==> src/rtl/countdown_pkg.sv <==
// Shared types and BCD helpers for the countdown timer.
// State encoding, digit geometry and digit clamp/decrement functions.
package countdown_pkg;

  localparam int BCD_DIGIT_W = 4;
  localparam int BCD_MAX     = 9;
  localparam int NUM_DIGITS  = 4;
  localparam int BCD_W       = NUM_DIGITS * BCD_DIGIT_W;

  typedef logic [BCD_DIGIT_W-1:0] digit_t;
  typedef logic [BCD_W-1:0]       bcd_t;

  typedef enum logic [1:0] {
    ST_IDLE,
    ST_RUN,
    ST_PAUSE,
    ST_EXPIRED
  } state_e;

  localparam digit_t DIGIT_MAX = digit_t'(BCD_MAX);

  // Non-decimal nibbles saturate to 9.
  function automatic digit_t bcd_clamp(
    input digit_t digit
  );
    return (digit > DIGIT_MAX) ? DIGIT_MAX : digit;
  endfunction

  function automatic bcd_t bcd_load(
    input bcd_t v
  );
    bcd_t r;
    r = '0;
    for (int i = 0; i < NUM_DIGITS; i++) begin
      r[i*BCD_DIGIT_W +: BCD_DIGIT_W] =
        bcd_clamp(v[i*BCD_DIGIT_W +: BCD_DIGIT_W]);
    end
    return r;
  endfunction

  // One-step decrement with borrow: a 0 digit
  // becomes 9 and passes the borrow upward.
  function automatic bcd_t bcd_dec(
    input bcd_t v
  );
    bcd_t   r;
    logic   borrow;
    digit_t d;
    r      = v;
    borrow = 1'b1;
    for (int i = 0; i < NUM_DIGITS; i++) begin
      d = v[i*BCD_DIGIT_W +: BCD_DIGIT_W];
      if (borrow) begin
        if (d == '0) begin
          r[i*BCD_DIGIT_W +: BCD_DIGIT_W] = DIGIT_MAX;
        end else begin
          r[i*BCD_DIGIT_W +: BCD_DIGIT_W] = d - 1'b1;
          borrow = 1'b0;
        end
      end
    end
    return r;
  endfunction

endpackage

==> src/rtl/key_debounce.sv <==
// Raw active-low key -> synchronized, debounced level -> press pulse.
// Ports: clk_i, rst_i (async high), key_n_i (raw), press_o (1-cycle).
module key_debounce #(
  parameter int DEBOUNCE_CYCLES = 500000,
  parameter int CNT_W           = 19
) (
  input  logic clk_i,
  input  logic rst_i,
  input  logic key_n_i,
  output logic press_o
);

  localparam logic [CNT_W-1:0] CNT_MAX =
    CNT_W'(DEBOUNCE_CYCLES - 1);

  logic             sync1_q;
  logic             sync2_q;
  logic             db_q;
  logic             db_d;
  logic             db_dly_q;
  logic [CNT_W-1:0] cnt_q;
  logic [CNT_W-1:0] cnt_d;
  logic             press_q;

  // Counter only runs while the synchronized level
  // disagrees with the accepted one.
  always_comb begin
    cnt_d = '0;
    db_d  = db_q;
    if (sync2_q != db_q) begin
      if (cnt_q == CNT_MAX) begin
        db_d = sync2_q;
      end else begin
        cnt_d = cnt_q + 1'b1;
      end
    end
  end

  always_ff @(posedge clk_i or posedge rst_i) begin
    if (rst_i) begin
      sync1_q  <= 1'b1;
      sync2_q  <= 1'b1;
      db_q     <= 1'b1;
      db_dly_q <= 1'b1;
      cnt_q    <= '0;
      press_q  <= 1'b0;
    end else begin
      sync1_q  <= key_n_i;
      sync2_q  <= sync1_q;
      db_q     <= db_d;
      cnt_q    <= cnt_d;
      db_dly_q <= db_q;
      press_q  <= db_dly_q & ~db_q;
    end
  end

  assign press_o = press_q;

endmodule

==> src/rtl/countdown_timer.sv <==
// SS.hh countdown: load preset, run/pause, 0.01 s decrement, expiry.
// Ports: clock/reset, tick, 2 raw keys, preset_bcd -> bcd_out, flags.
import countdown_pkg::*;

module countdown_timer #(
  parameter int DEBOUNCE_CYCLES = 500000,
  parameter int CNT_W           = 19
) (
  input  logic        CLOCK_50,
  input  logic        reset,
  input  logic        tick_100Hz,
  input  logic        key_startstop_n,
  input  logic        key_load_n,
  input  logic [15:0] preset_bcd,
  output logic [15:0] bcd_out,
  output logic        running,
  output logic        expired
);

  logic   ss_ev;
  logic   ld_ev;
  state_e state_q;
  state_e state_d;
  bcd_t   bcd_q;
  bcd_t   bcd_d;
  bcd_t   dec_v;
  bcd_t   load_v;
  logic   running_q;
  logic   expired_q;

  key_debounce #(
    .DEBOUNCE_CYCLES(DEBOUNCE_CYCLES),
    .CNT_W          (CNT_W)
  ) u_db_ss (
    .clk_i  (CLOCK_50),
    .rst_i  (reset),
    .key_n_i(key_startstop_n),
    .press_o(ss_ev)
  );

  key_debounce #(
    .DEBOUNCE_CYCLES(DEBOUNCE_CYCLES),
    .CNT_W          (CNT_W)
  ) u_db_ld (
    .clk_i  (CLOCK_50),
    .rst_i  (reset),
    .key_n_i(key_load_n),
    .press_o(ld_ev)
  );

  assign dec_v  = bcd_dec(bcd_q);
  assign load_v = bcd_load(preset_bcd);

  // Load beats start/stop everywhere except RUN,
  // where start/stop beats both load and tick.
  always_comb begin
    state_d = state_q;
    bcd_d   = bcd_q;
    unique case (state_q)
      ST_IDLE: begin
        if (ld_ev) begin
          bcd_d = load_v;
        end else if (ss_ev && bcd_q != '0) begin
          state_d = ST_RUN;
        end
      end
      ST_RUN: begin
        if (ss_ev) begin
          state_d = ST_PAUSE;
        end else if (tick_100Hz) begin
          bcd_d = dec_v;
          if (dec_v == '0) begin
            state_d = ST_EXPIRED;
          end
        end
      end
      ST_PAUSE: begin
        if (ld_ev) begin
          bcd_d   = load_v;
          state_d = ST_IDLE;
        end else if (ss_ev) begin
          state_d = ST_RUN;
        end
      end
      ST_EXPIRED: begin
        if (ld_ev) begin
          bcd_d   = load_v;
          state_d = ST_IDLE;
        end
      end
      default: begin
        state_d = ST_IDLE;
      end
    endcase
  end

  always_ff @(posedge CLOCK_50 or posedge reset) begin
    if (reset) begin
      state_q   <= ST_IDLE;
      bcd_q     <= '0;
      running_q <= 1'b0;
      expired_q <= 1'b0;
    end else begin
      state_q   <= state_d;
      bcd_q     <= bcd_d;
      running_q <= (state_d == ST_RUN);
      expired_q <= (state_d == ST_EXPIRED);
    end
  end

  assign bcd_out = bcd_q;
  assign running = running_q;
  assign expired = expired_q;

endmodule
==> config.mk <==
export PLATFORM = sky130hd
export DESIGN_NAME = countdown_timer
export DESIGN_NICKNAME = d
export VERILOG_FILES = /design/src/rtl/countdown_pkg.sv /design/src/rtl/key_debounce.sv /design/src/rtl/countdown_timer.sv
export SDC_FILE = /design/constraint.sdc
export NUM_CORES = 1
export LEC_CHECK = 0
export CAP_MARGIN = 10
export CELL_PAD_IN_SITES_DETAIL_PLACEMENT = 0
export CELL_PAD_IN_SITES_GLOBAL_PLACEMENT = 1
export CORE_ASPECT_RATIO = 0.9
export CORE_MARGIN = 10
export CORE_UTILIZATION = 40
export CTS_BUF_LIST = sky130_fd_sc_hd__clkbuf_16
export CTS_CLUSTER_DIAMETER = 200
export DETAILED_ROUTE_END_ITERATION = 12
export PLACE_DENSITY = 0.71
export REMOVE_ABC_BUFFERS = 1
export SYNTH_ARGS = -nofsm -noshare
export SYNTH_HDL_FRONTEND = slang
export SYNTH_SLANG_ARGS = --single-unit
==> constraint.sdc <==
create_clock -name CLOCK_50 -period 2.4 [get_ports CLOCK_50]
set_input_delay 0.24 -clock CLOCK_50 [delete_from_list [all_inputs] [get_ports CLOCK_50]]
set_output_delay 0.24 -clock CLOCK_50 [all_outputs]
set_load 0.01 [all_outputs]
==> results of run 1 <==
-- Yosys cell counts (all sizes together) (4+ instances only) --
master	number	share of area (%)
a21oi	15	2.3
a31oi	8	1.4
and3	5	0.90
buf	7	1.0
clkbuf	6	0.65
dfrtp	60	43
dfstp	8	6.0
inv	16	1.7
nand2	24	2.6
nand3	18	2.6
nand4	11	2.0
nor2	68	7.4
nor2b	4	0.72
nor3	8	1.1
nor4	13	2.5
nor4b	6	1.5
o21a	4	0.86
o21ai	18	2.6
o22a	4	1.0
xnor2	20	5.0
xor2	17	4.3
-- metrics by stage --
step	cell area [um2]	utilization [%]
finish	4360	51.2
global route	4360	51.2
CTS	4360	51.2
detailed placement	4040	47.4
global placement	4040	47.4
floorplan	3430	-
-- final cells by class --
class,instances,area (um2)
Fill cell,816,4170
Sequential cell,68,1710
Multi-Input combinational cell,279,1660
Timing Repair Buffer,47,460
Clock buffer,9,225
Tap cell,119,149
Clock inverter,7,98.8
Inverter,16,60.1
-- final timing paths --
check,slack [ps],endpoint,startpoint
worst max-delay path,390,bcd_out[11],bcd_out[0]
worst max register to register,390,bcd_out[11],bcd_out[0]
worst min-delay path,210,u_db_ld.cnt_q[0],reset
worst min register to register,360,u_db_ss.sync2_q,u_db_ss.sync1_q
min in group CLOCK_50,310,u_db_ld.sync1_q,key_load_n
max in group asynchronous,1560,bcd_out[8],reset
-- placed cells by master, fill, tap and decap left out, drive strengths merged, types with 9 or more instances in the layout --
cell type / netlist / routed
a21oi: 15 / 15
nor4: 13 / 13
o21ai: 18 / 18
buf: 7 / 9
inv: 16 / 17
clkdlybuf4s50: 0 / 38
clkbuf: 6 / 9
xor2: 17 / 17
xnor2: 20 / 20
nand4: 11 / 11
dfrtp: 60 / 60
nor2: 68 / 68
nand3: 18 / 18
nand2: 24 / 24
-- per-layer routing --
layer	wire length [um]	share of wire, %	track usage [%]
met2	3520	44	20.4
met3	320	4.0	4.01
met1	4030	51	17.1
met4	51	0.64	3.14
met5	0	0	0
-- sequential cells by signal, summed over array words and instances, names as in the netlist --
| register | count |
|---|---|
| u_db_ss.db_dly_q | 1 |
| u_db_ss.cnt_q | 19 |
| u_db_ld.press_o | 1 |
| expired | 1 |
| u_db_ss.sync2_q | 1 |
| u_db_ss.db_q | 1 |
| u_db_ld.sync2_q | 1 |
| u_db_ss.sync1_q | 1 |
| u_db_ld.sync1_q | 1 |
| u_db_ld.db_q | 1 |
| u_db_ld.cnt_q | 19 |
| state_q | 2 |
| u_db_ld.db_dly_q | 1 |
| bcd_out | 16 |
| u_db_ss.press_o | 1 |
| running | 1 |
-- critical path, stage by stage, from the launching register on --
cell,delay [ps]
dfrtp_1,480
or4_4,620
nor4_1,410
and3_1,240
o21a_1,120
a21oi_1,40
-- power groups by stage --
stage | logic [W] | clock network [W] | registers [W]
2_1_floorplan | 0.0000544 | 0 | 0.00119
3_3_place_gp | 0.000116 | 0 | 0.00119
3_5_place_dp | 0.000116 | 0 | 0.00119
4_1_cts | 0.000117 | 0.00145 | 0.00117
5_1_grt | 0.000132 | 0.00150 | 0.00117
6_report | 0.000114 | 0.00141 | 0.00117
-- logic make-up (layout without fill, tap and decap cells) --
group | Yosys count | after routing
muxes | 3 | 3
xor gates and xnor gates | 37 | 37
and+or+nand+nor | 173 | 173
adders and majority gates | 2 | 2
buffers and inverters | 29 | 79
DFF | 68 | 68
AOI/OAI and AO/OA | 64 | 64
==> results by group, run 1 <==
Yosys
  – Warnings from Yosys: 0
  – Post-synthesis sequential area ratio: 49.1%
  – Synth async-reset ratio: between 90% and 100%
  – Netlist cell types: 47
  – Mapped cell area: 3480 um2
  – Largest family of logic cells by synthesized area: simple AND/OR/NAND/NOR gates
  – Simple-gate portion of the synthesized area: around 25%
  – Cell count after synthesis: 376
  – Adder-Cell Fraction of Synth Area: less than 1%
  – Synth Area per Inst: roughly 9 um2
  – Post-synthesis xor/xnor area fraction: between 9 and 10%
  – FF+latch count, synth: 68
  – Mux cell area share after synthesis: less than 1%
  – Post-synth EDFFs: 0
  – Compound-cell area share of the yosys netlist: a little under an eighth
  – Main synth FF type: dfrtp_1

Detailed routing
  – WL/cell: around 15 um
  – Total number of vias: roughly 2800
  – Antenna Nets Post-Route: 0
  – Drt first-iter violations: 126
  – Drt total wl: 7920 um
  – DR pass1 iterations: 4
  – Vias per cell: between 5 and 6
  – Post-route DRC: 0

Timing
  – Final min period: 2010 ps
  – Hold Vio Cnt, Final: 0
  – Worst Skew: 5.09 ps
  – Slew HR: between 40% and 50%
  – Max Clock Freq: about 500 MHz
  – Crit share post-route: 83.9%
  – Worst hold slack: between 200 and 250 ps
  – Setup-failing EPs final: 0
  – Worst Tran Pin Value: 800 ps
  – Fin worst setup slack: approximately 390 ps
  – RSZ-0062 raised after global routing: false
  – Max-slew violations: 0
  – Setup TNS: 0 ps

Die
  – DIE AREA: 12900 um2
  – Initial Utilization: between 40% and 50%
  – Die Width: around 120 um
  – Num ports: 39
  – Rows: 32
  – Vert. Die Dim: approximately 110 um
  – Area of the core: 8530 um2

Clocking
  – H-tree depth: 3
  – Number of gates resized after cts: 0
  – Max clock buf depth: 2
  – Post-CTS setup buffer count: 0
  – CTS tree: done
  – Insertion delay to the later sink of the worst-skew pair: around 330 ps
  – Clock root buffer: clkbuf_16
  – CTS Sinks: 68
  – Hold-fix buffers, CTS: 0
  – Clock Pin Slew Worst Setup and Hold Paths: about 60 ps
  – CTS Buf Count: 9

Placed design
  – Input/output buffers: 38
  – DP HPWL: ~5700 um
  – Placed insts: between 500 and 600
  – Routability Congestion: 0.769
  – Pre-CTS WS: approximately 400 ps

Pwr
  – Clock Power Share: roughly 52%
  – NetSw: between 0.0005 and 0.0006 W
  – Tot Pwr: between 0.002 and 0.003 W
  – Net Sw Frac: a little over a fifth
  – VDD IR-drop max: around 370 uV
  – Comb pwr share: approximately 4.2%
  – Sequential Power Share: 43.4%
  – Leakage: 1.76 nW
  – Internal power: 0.00213 W
  – Pwr/cell area: a little over 600 nW/um2

GRT
  – Largest net degree at the start of global routing: 33
  – Initial antenna violation count: 0
  – First-pass GRT wire length: between 10000 and 15000 um
  – Total gr overflow: 0
  – Vias in the first global route: 2701
  – GRT Overall Usage: 12.9%

Layout
  – Layout cell share with drive strength beyond 1: 10.1%
  – Antenna diodes: 0
  – NumNets Final: between 400 and 500
  – Final non-filler cell total: about 550
  – Syn-to-layout area delta: 25.2%

Run status
  – Outcome: finished, final reports clean

Worst setup path
  – Crit path kind: reg2reg
  – R2R depth: 5
  – Critical Path Source Type: flop
  – Maximum net fanout on the critical path: 9
  – Critical Path End Type: flop
  – CP arrival: 2220 ps
  – Critical Path RT: ~2600 ps

Worst hold path
  – Class of the worst hold path: in2async

Job
  – Max-cap violations: 0
(Power assumes the default switching activity.)
==> run 2, diff against run 1 <==
- clock period: 2.4 -> 1.9 ns (I/O delays scaled with it)
==> results by group, run 2 (synthesis results as in run 1) <==
Layout
  – Final non-filler cell total: 568 (+4.2%)
  – Reg area: 1710 um2 (about the same)
  – Antenna diodes: 0 (unchanged)
  – Finished Core Util: 53.2% (+2.1 points)
  – Syn-to-layout area delta: 30.2%
  – Area taken by multi-input logic gates: 1690 um2 (+2.0%)
  – Layout cell share with drive strength beyond 1: 15.6% (+5.5 points)
  – Commonest non-fill, non-tap cell in the layout: nor2_1
  – NumNets Final: 467 (+5.2%)
  – Layout filler cell count: 807 (-1.1%)
  – Most frequent cells in the layout: nor2_1 (67), dfrtp_1 (59), clkdlybuf4s50_1 (38), buf_4 (29), nand2_1 (24)

GRT
  – Largest net degree at the start of global routing: 28 (-15%)
  – Initial antenna violation count: 0 (unchanged)
  – Vias in the first global route: 2772 (+2.6%)
  – First-pass GRT wire length: 14100 um (+2.9%)
  – Total gr overflow: 0 (unchanged)
  – GRT Overall Usage: 13.3% (+0.33 points)

Worst setup path
  – Buf/Inv on CP: 0 (unchanged)
  – Worst flop-to-flop path startpoint: bcd_out[0]
  – Slowest CP cell: or4_4
  – FF-to-FF End: state_q[1]
  – Crit path kind: reg2reg
  – Slowest stage delay, CP: 580 ps (-40 ps)
  – Critical Path RT: 2130 ps (-480 ps)
  – Maximum net fanout on the critical path: 5 (-4)
  – Critical-path cell list: or4_4 -> o31a_1 -> nor2_2 -> nand3_1 -> a31oi_1
  – Critical Path End Type: flop
  – Reg2reg setup slack: 80 ps (-300 ps)
  – CP arrival: 2050 ps (-170 ps)
  – Crit-path leading delay family: simple AND/OR/NAND/NOR gates
  – Critical Path Source Type: flop
  – R2R depth: 5 (unchanged)

Timing
  – RSZ-0062 raised after global routing: true
  – Max-slew violations: 0 (unchanged)
  – Setup TNS: 0 ps (unchanged)
  – Setup-failing EPs final: 0 (unchanged)
  – Hold Vio Cnt, Final: 0 (unchanged)
  – Final min period: 1820 ps (-196 ps)
  – Slew HR: 67.2% (+21 points)
  – Worst Skew: 6.05 ps (+0.960 ps)
  – Worst Tran Pin Value: 491 ps (-309 ps)
  – Crit share post-route: 95.6% (+12 points)
  – Max Clock Freq: 550 MHz (+11%)

Clocking
  – CTS tree: done
  – H-tree depth: 3 (unchanged)
  – Clock Pin Slew Worst Setup and Hold Paths: 60 ps (about the same)
  – Insertion delay to the later sink of the worst-skew pair: 320 ps (about the same)
  – Max clock buf depth: 2 (unchanged)
  – CTS Sinks: 68 (unchanged)
  – Hold-fix buffers, CTS: 0 (unchanged)
  – Clock root buffer: clkbuf_16
  – CTS Buf Count: 9 (unchanged)

Die
  – Rows: 32 (unchanged)
  – Initial Utilization: 40.9% (unchanged)
  – Num ports: 39 (unchanged)
  – DIE AREA: 12900 um2 (unchanged)
  – Area of the core: 8530 um2 (unchanged)
  – Vert. Die Dim: 109 um (unchanged)
  – Die Width: 118 um (unchanged)

Detailed routing
  – Drt total wl: 8330 um (+5.1%)
  – DR pass1 iterations: 4 (unchanged)
  – Vias per cell: 5.10 (-1.1%)
  – Drt first-iter violations: 160 (+27%)
  – Antenna Nets Post-Route: 0 (unchanged)
  – WL/cell: 14.7 um (+0.84%)
  – Total number of vias: 2897 (+3.1%)
  – Post-route DRC: 0 (unchanged)

Placed design
  – Input/output buffers: 38 (unchanged)
  – Routability Congestion: 0.787 (+2.3%)
  – Placed insts: 551 (+4.2%)
  – DP HPWL: 6160 um (+7.8%)

Pwr
  – Pwr/cell area: 684 nW/um2 (+11%)
  – Tot Pwr: 0.00310 W (+15%)
  – Leakage: 1.86 nW (+5.5%)
  – VDD IR-drop max: 462 uV (+25%)

Run status
  – Outcome: finished, final reports clean

Worst hold path
  – Class of the worst hold path: in2async

Job
  – Max-cap violations: 0 (unchanged)
[run 2: changes by cell type in the layout (fill, tap and decap cells not counted), moves of 2 or more]
cell	change
clkinv_4	-2
buf_4	+21
buf_12	+2
nor4_1	-2
bufinv_16	-2
clkinv_2	+2
[run 2: worst max path at each step]
stage / endpoint / cells after the start / slack [ps] / start
finish: state_q[1] / 5 / 80 / bcd_out[0]
global route: state_q[1] / 5 / -7 / bcd_out[0]
CTS: state_q[1] / 5 / 40 / bcd_out[0]
detailed placement: state_q[1] / 5 / 60 / bcd_out[0]
global placement: running / 5 / 110 / bcd_out[0]
floorplan: bcd_out[15] / 5 / -480 / state_q[0]
[run 2: cell type report]
cell class / instances / share of cell area [%]
flip-flops and latches: 68 / 37.7
repair buffers: 70 / 14.5
multi-input cells: 279 / 37.2
clock buffers: 9 / 4.96
well taps: 119 / 3.28
inverters: 16 / 1.32
clock inverters: 7 / 0.937
[run 2: routing by layer]
metal  vias up  wire (um)  track usage, %  part of all wire (%)
met2        45       3720            19.5                    45
met1      1386       4270            18.9                    51
met5         -          0               0                     0
met3         5        282            3.23                   3.4
li1       1461          -               -                     -
met4         0         55            3.92                  0.66
[run 2: power breakdown]
group / total [W] / switching, W / internal, W
Sequential: 0.00148 / 0.0000120 / 0.00147
Combinational: 0.000152 / 0.0000754 / 0.0000761
Clock: 0.00147 / 0.000599 / 0.000874
[run 2: per-stage QoR]
step                      area [um2]  setup WS (ps)  hold slack, ps
after floorplan                 3430           -485             194
after global placement          4230            107             346
after detailed placement        4230           60.6             347
after CTS                       4500           35.8             235
after global routing            4540          -7.14             264
final                           4540           82.9             216
[run 2: worst register-to-register path: cells and delay by family (launching register included)]
family,cells,cell delay (ps)
simple gates,3,820
compound gates,2,490
flops,1,410
[run 2: what timing repair did]
item                       4_1_cts  5_1_grt
setup endpoints to repair        0        8
setup buffers                    0        1
resized for setup                0        6
==> run 3, diff against run 2 <==
- ABC_AREA: unset -> 1
- CTS_BUF_LIST: sky130_fd_sc_hd__clkbuf_16 -> sky130_fd_sc_hd__clkbuf_8 sky130_fd_sc_hd__clkbuf_16
- PLACE_DENSITY: 0.71 -> 0.72
- RECOVER_POWER: unset -> 25
==> results by group, run 3 <==
Clocking
  – Hold-fix buffers, CTS: 0 (unchanged)
  – Max clock buf depth: 2 (unchanged)
  – CTS Sinks: 68 (unchanged)
  – CTS Buf Count: 9 (unchanged)
  – Clock root buffer: clkbuf_8
  – Insertion delay to the later sink of the worst-skew pair: 340 ps (+20 ps)
  – Clock Pin Slew Worst Setup and Hold Paths: 70 ps (about the same)
  – CTS tree: done
  – H-tree depth: 3 (unchanged)

Yosys
  – Main synth FF type: dfrtp_1
  – Warnings from Yosys: 0 (unchanged)
  – Post-synth top area share: 40.9% (-2.2 points)
  – Synth async-reset ratio: 100% (unchanged)
  – Mapped cell area: 3670 um2 (+5.5%)
  – Dominant cell type by area after synthesis: dfrtp_1
  – FF+latch count, synth: 68 (unchanged)
  – Commonest cells post-synth: inv_1 (68), nand2_1 (68), dfrtp_1 (60), nor2_1 (60), a21oi_1 (29)
  – Synth top area cells: dfrtp_1 (41%), inv_1 (6.9%), nand2_1 (6.9%), nor2_1 (6.1%), dfstp_2 (5.7%)
  – Cell count after synthesis: 450 (+20%)
  – Synth Area per Inst: 8.17 um2 (-12%)
  – Post-synthesis sequential area ratio: 46.6% (-2.5 points)
  – Netlist cell types: 42 (-11%)
  – Post-synth EDFFs: 0 (unchanged)

GRT
  – Initial antenna violation count: 0 (unchanged)
  – First-pass GRT wire length: 14900 um (+5.5%)
  – Largest net degree at the start of global routing: 69 (+150%)
  – GRT Overall Usage: 13.4% (+0.15 points)
  – Vias in the first global route: 3132 (+13%)
  – Total gr overflow: 0 (unchanged)

Placed design
  – DP HPWL: 6320 um (+2.7%)
  – Routability Congestion: 0.842 (+7.0%)
  – Input/output buffers: 38 (unchanged)

Timing
  – Setup TNS: 0 ps (unchanged)
  – Slew HR: 37.6% (-30 points)
  – RSZ-0062 raised after global routing: false
  – Final min period: 1740 ps (-79.7 ps)
  – Crit share post-route: 91.4% (-4.2 points)
  – Max Clock Freq: 576 MHz (+4.6%)
  – Max-slew violations: 0 (unchanged)
  – Hold Vio Cnt, Final: 0 (unchanged)
  – Worst Skew: 8.93 ps (+2.88 ps)
  – Worst Tran Pin Value: 936 ps (+444 ps)
  – Setup-failing EPs final: 0 (unchanged)

Pwr
  – VDD IR-drop max: 394 uV (-15%)
  – NetSw: 0.000661 W (-3.7%)
  – Pwr/cell area: 661 nW/um2 (-3.3%)
  – Comb pwr share: 4.7% (-0.2 points)
  – Internal power: 0.00230 W (-4.9%)
  – Leakage: 1.95 nW (+5.0%)
  – Net Sw Frac: 22.3% (+0.22 points)
  – Clock Power Share: 45.5% (-1.9 points)
  – Sequential Power Share: 49.8% (+2.1 points)

Worst setup path
  – Maximum net fanout on the critical path: 4 (-1)
  – Critical Path Source Type: flop
  – Reg2reg setup slack: 160 ps (+80 ps)
  – Critical Path RT: 2170 ps (+40 ps)
  – Worst flop-to-flop path startpoint: u_db_ld.cnt_q[0]
  – Critical Path End Type: flop
  – FF-to-FF End: u_db_ld.cnt_q[18]
  – Crit path kind: reg2reg
  – R2R depth: 11 (+6)
  – CP arrival: 2010 ps (-40 ps)

Detailed routing
  – Drt first-iter violations: 186 (+16%)
  – Drt total wl: 8530 um (+2.4%)
  – WL/cell: 13.6 um (-7.5%)
  – Vias per cell: 4.87 (-4.5%)
  – Post-route DRC: 0 (unchanged)
  – DR pass1 iterations: 4 (unchanged)
  – Total number of vias: 3063 (+5.7%)
  – Antenna Nets Post-Route: 0 (unchanged)

Worst hold path
  – Hold Path Depth: 0
  – Hold Path Origin: u_db_ld.sync1_q
  – Class of the worst hold path: reg2reg
  – Min-Delay Endpoint: u_db_ld.sync2_q

Layout
  – NumNets Final: 525 (+12%)
  – Layout filler cell count: 882 (+9.3%)
  – Most frequent cells in the layout: nand2_1 (68), inv_1 (67), dfrtp_1 (60), nor2_1 (59), clkdlybuf4s50_1 (35)
  – Finished Core Util: 49.5% (-3.7 points)
  – Antenna diodes: 0 (unchanged)
  – Layout cell share with drive strength beyond 1: 15.6% (about the same)
  – Commonest non-fill, non-tap cell in the layout: nand2_1
  – Syn-to-layout area delta: 21.8%

Job
  – Max-cap violations: 0 (unchanged)

Run status
  – Outcome: finished, final reports clean

Die
  – Area of the core: 9040 um2 (+6.0%)
  – Initial Utilization: 40.6% (-0.22 points)
  – Die Width: 121 um (+2.2%)
  – Vert. Die Dim: 111 um (+2.2%)
  – DIE AREA: 13400 um2 (+4.5%)
  – Num ports: 39 (unchanged)
  – Rows: 33 (+3.1%)
-- run 3: cell types whose count changed in the layout (fill, tap and decap cells not counted), moves of 10 or more --
cell,previous run,this run
xnor2_1,20,0
inv_1,15,67
buf_4,29,7
a21oi_1,14,29
nand2_1,24,68
clkbuf_8,0,10
-- run 3: final cells by class --
type,count,area (um2),share of cell area [%]
sequential,68,1710,38.2
multi-input combinational,301,1660,37.1
clock inverter,6,86.3,1.93
clock buffer,10,138,3.08
inverter,76,285,6.37
tap,122,153,3.41
timing repair buffer,46,440,9.84
-- run 3: logic make-up (layout without fill, tap and decap cells) --
| logic type | count (synthesis) | after routing | synth area share, % |
|---|---|---|---|
| flops | 68 | 68 | 46.6 |
| buf+inv | 81 | 138 | 8.41 |
| compound gates | 83 | 83 | 13.0 |
| fa+ha+maj | 2 | 2 | 0.681 |
| simple gates | 201 | 201 | 27.6 |
| xor+xnor | 14 | 14 | 3.34 |
| mux | 1 | 1 | 0.306 |
-- run 3: power by group through the flow --
| stage | clock, W | sequential (W) | combinational, W |
|---|---|---|---|
| floorplan | 0 | 0.00150 | 0.0000675 |
| global placement | 0 | 0.00150 | 0.000142 |
| detailed placement | 0 | 0.00150 | 0.000142 |
| CTS | 0.00139 | 0.00147 | 0.000143 |
| global route | 0.00145 | 0.00148 | 0.000158 |
| finish | 0.00135 | 0.00147 | 0.000138 |
-- run 3: critical path, cell delays in order, from the launching register on --
cell     delay, ps
dfrtp_1        400
ha_1           200
nand2_2         90
nor2_4         150
inv_2           70
nor2_4         120
nand3_4         90
nor2_4         150
nand3_2        100
nor2_2         110
o21ai_1         60
a21oi_1        110
-- run 3: worst max-delay path by stage --
stage / start / endpoint / slack (ps)
CTS: u_db_ld.cnt_q[0] / u_db_ld.cnt_q[18] / 150
detailed placement: u_db_ld.cnt_q[0] / u_db_ld.cnt_q[18] / 190
global route: u_db_ld.cnt_q[0] / u_db_ld.cnt_q[18] / 6
global placement: u_db_ld.cnt_q[0] / u_db_ld.cnt_q[18] / 200
finish: u_db_ld.cnt_q[0] / u_db_ld.cnt_q[18] / 160
floorplan: reset / bcd_out[0] / 10
-- run 3: repair_timing --
item	CTS	global route
endpoints found under the setup margin	0	2
setup buffers	0	2
resized for setup	0	2
-- run 3: per-stage QoR --
| stage | cells | area (um2) | setup WS [ps] | hold slack [ps] | power (W) |
|---|---|---|---|---|---|
| after floorplan | 445 | 3650 | 11.7 | 194 | 0.00157 |
| after global placement | 611 | 4240 | 200 | 347 | 0.00164 |
| after detailed placement | 611 | 4240 | 189 | 348 | 0.00164 |
| after CTS | 627 | 4470 | 150 | 228 | 0.00301 |
| after global routing | 629 | 4480 | 6.26 | 366 | 0.00308 |
| final | 629 | 4480 | 163 | 358 | 0.00296 |
-- run 3: layer usage --
layer  routed length [um]  up-vias  track usage (%)  part of all wire [%]
met5                    0        -                0                     0
met4                   98        0             4.10                   1.1
met3                  438        7             3.46                   5.1
met2                 3770       54             20.4                    44
met1                 4220     1437             18.1                    49
li1                     -     1565                -                     -
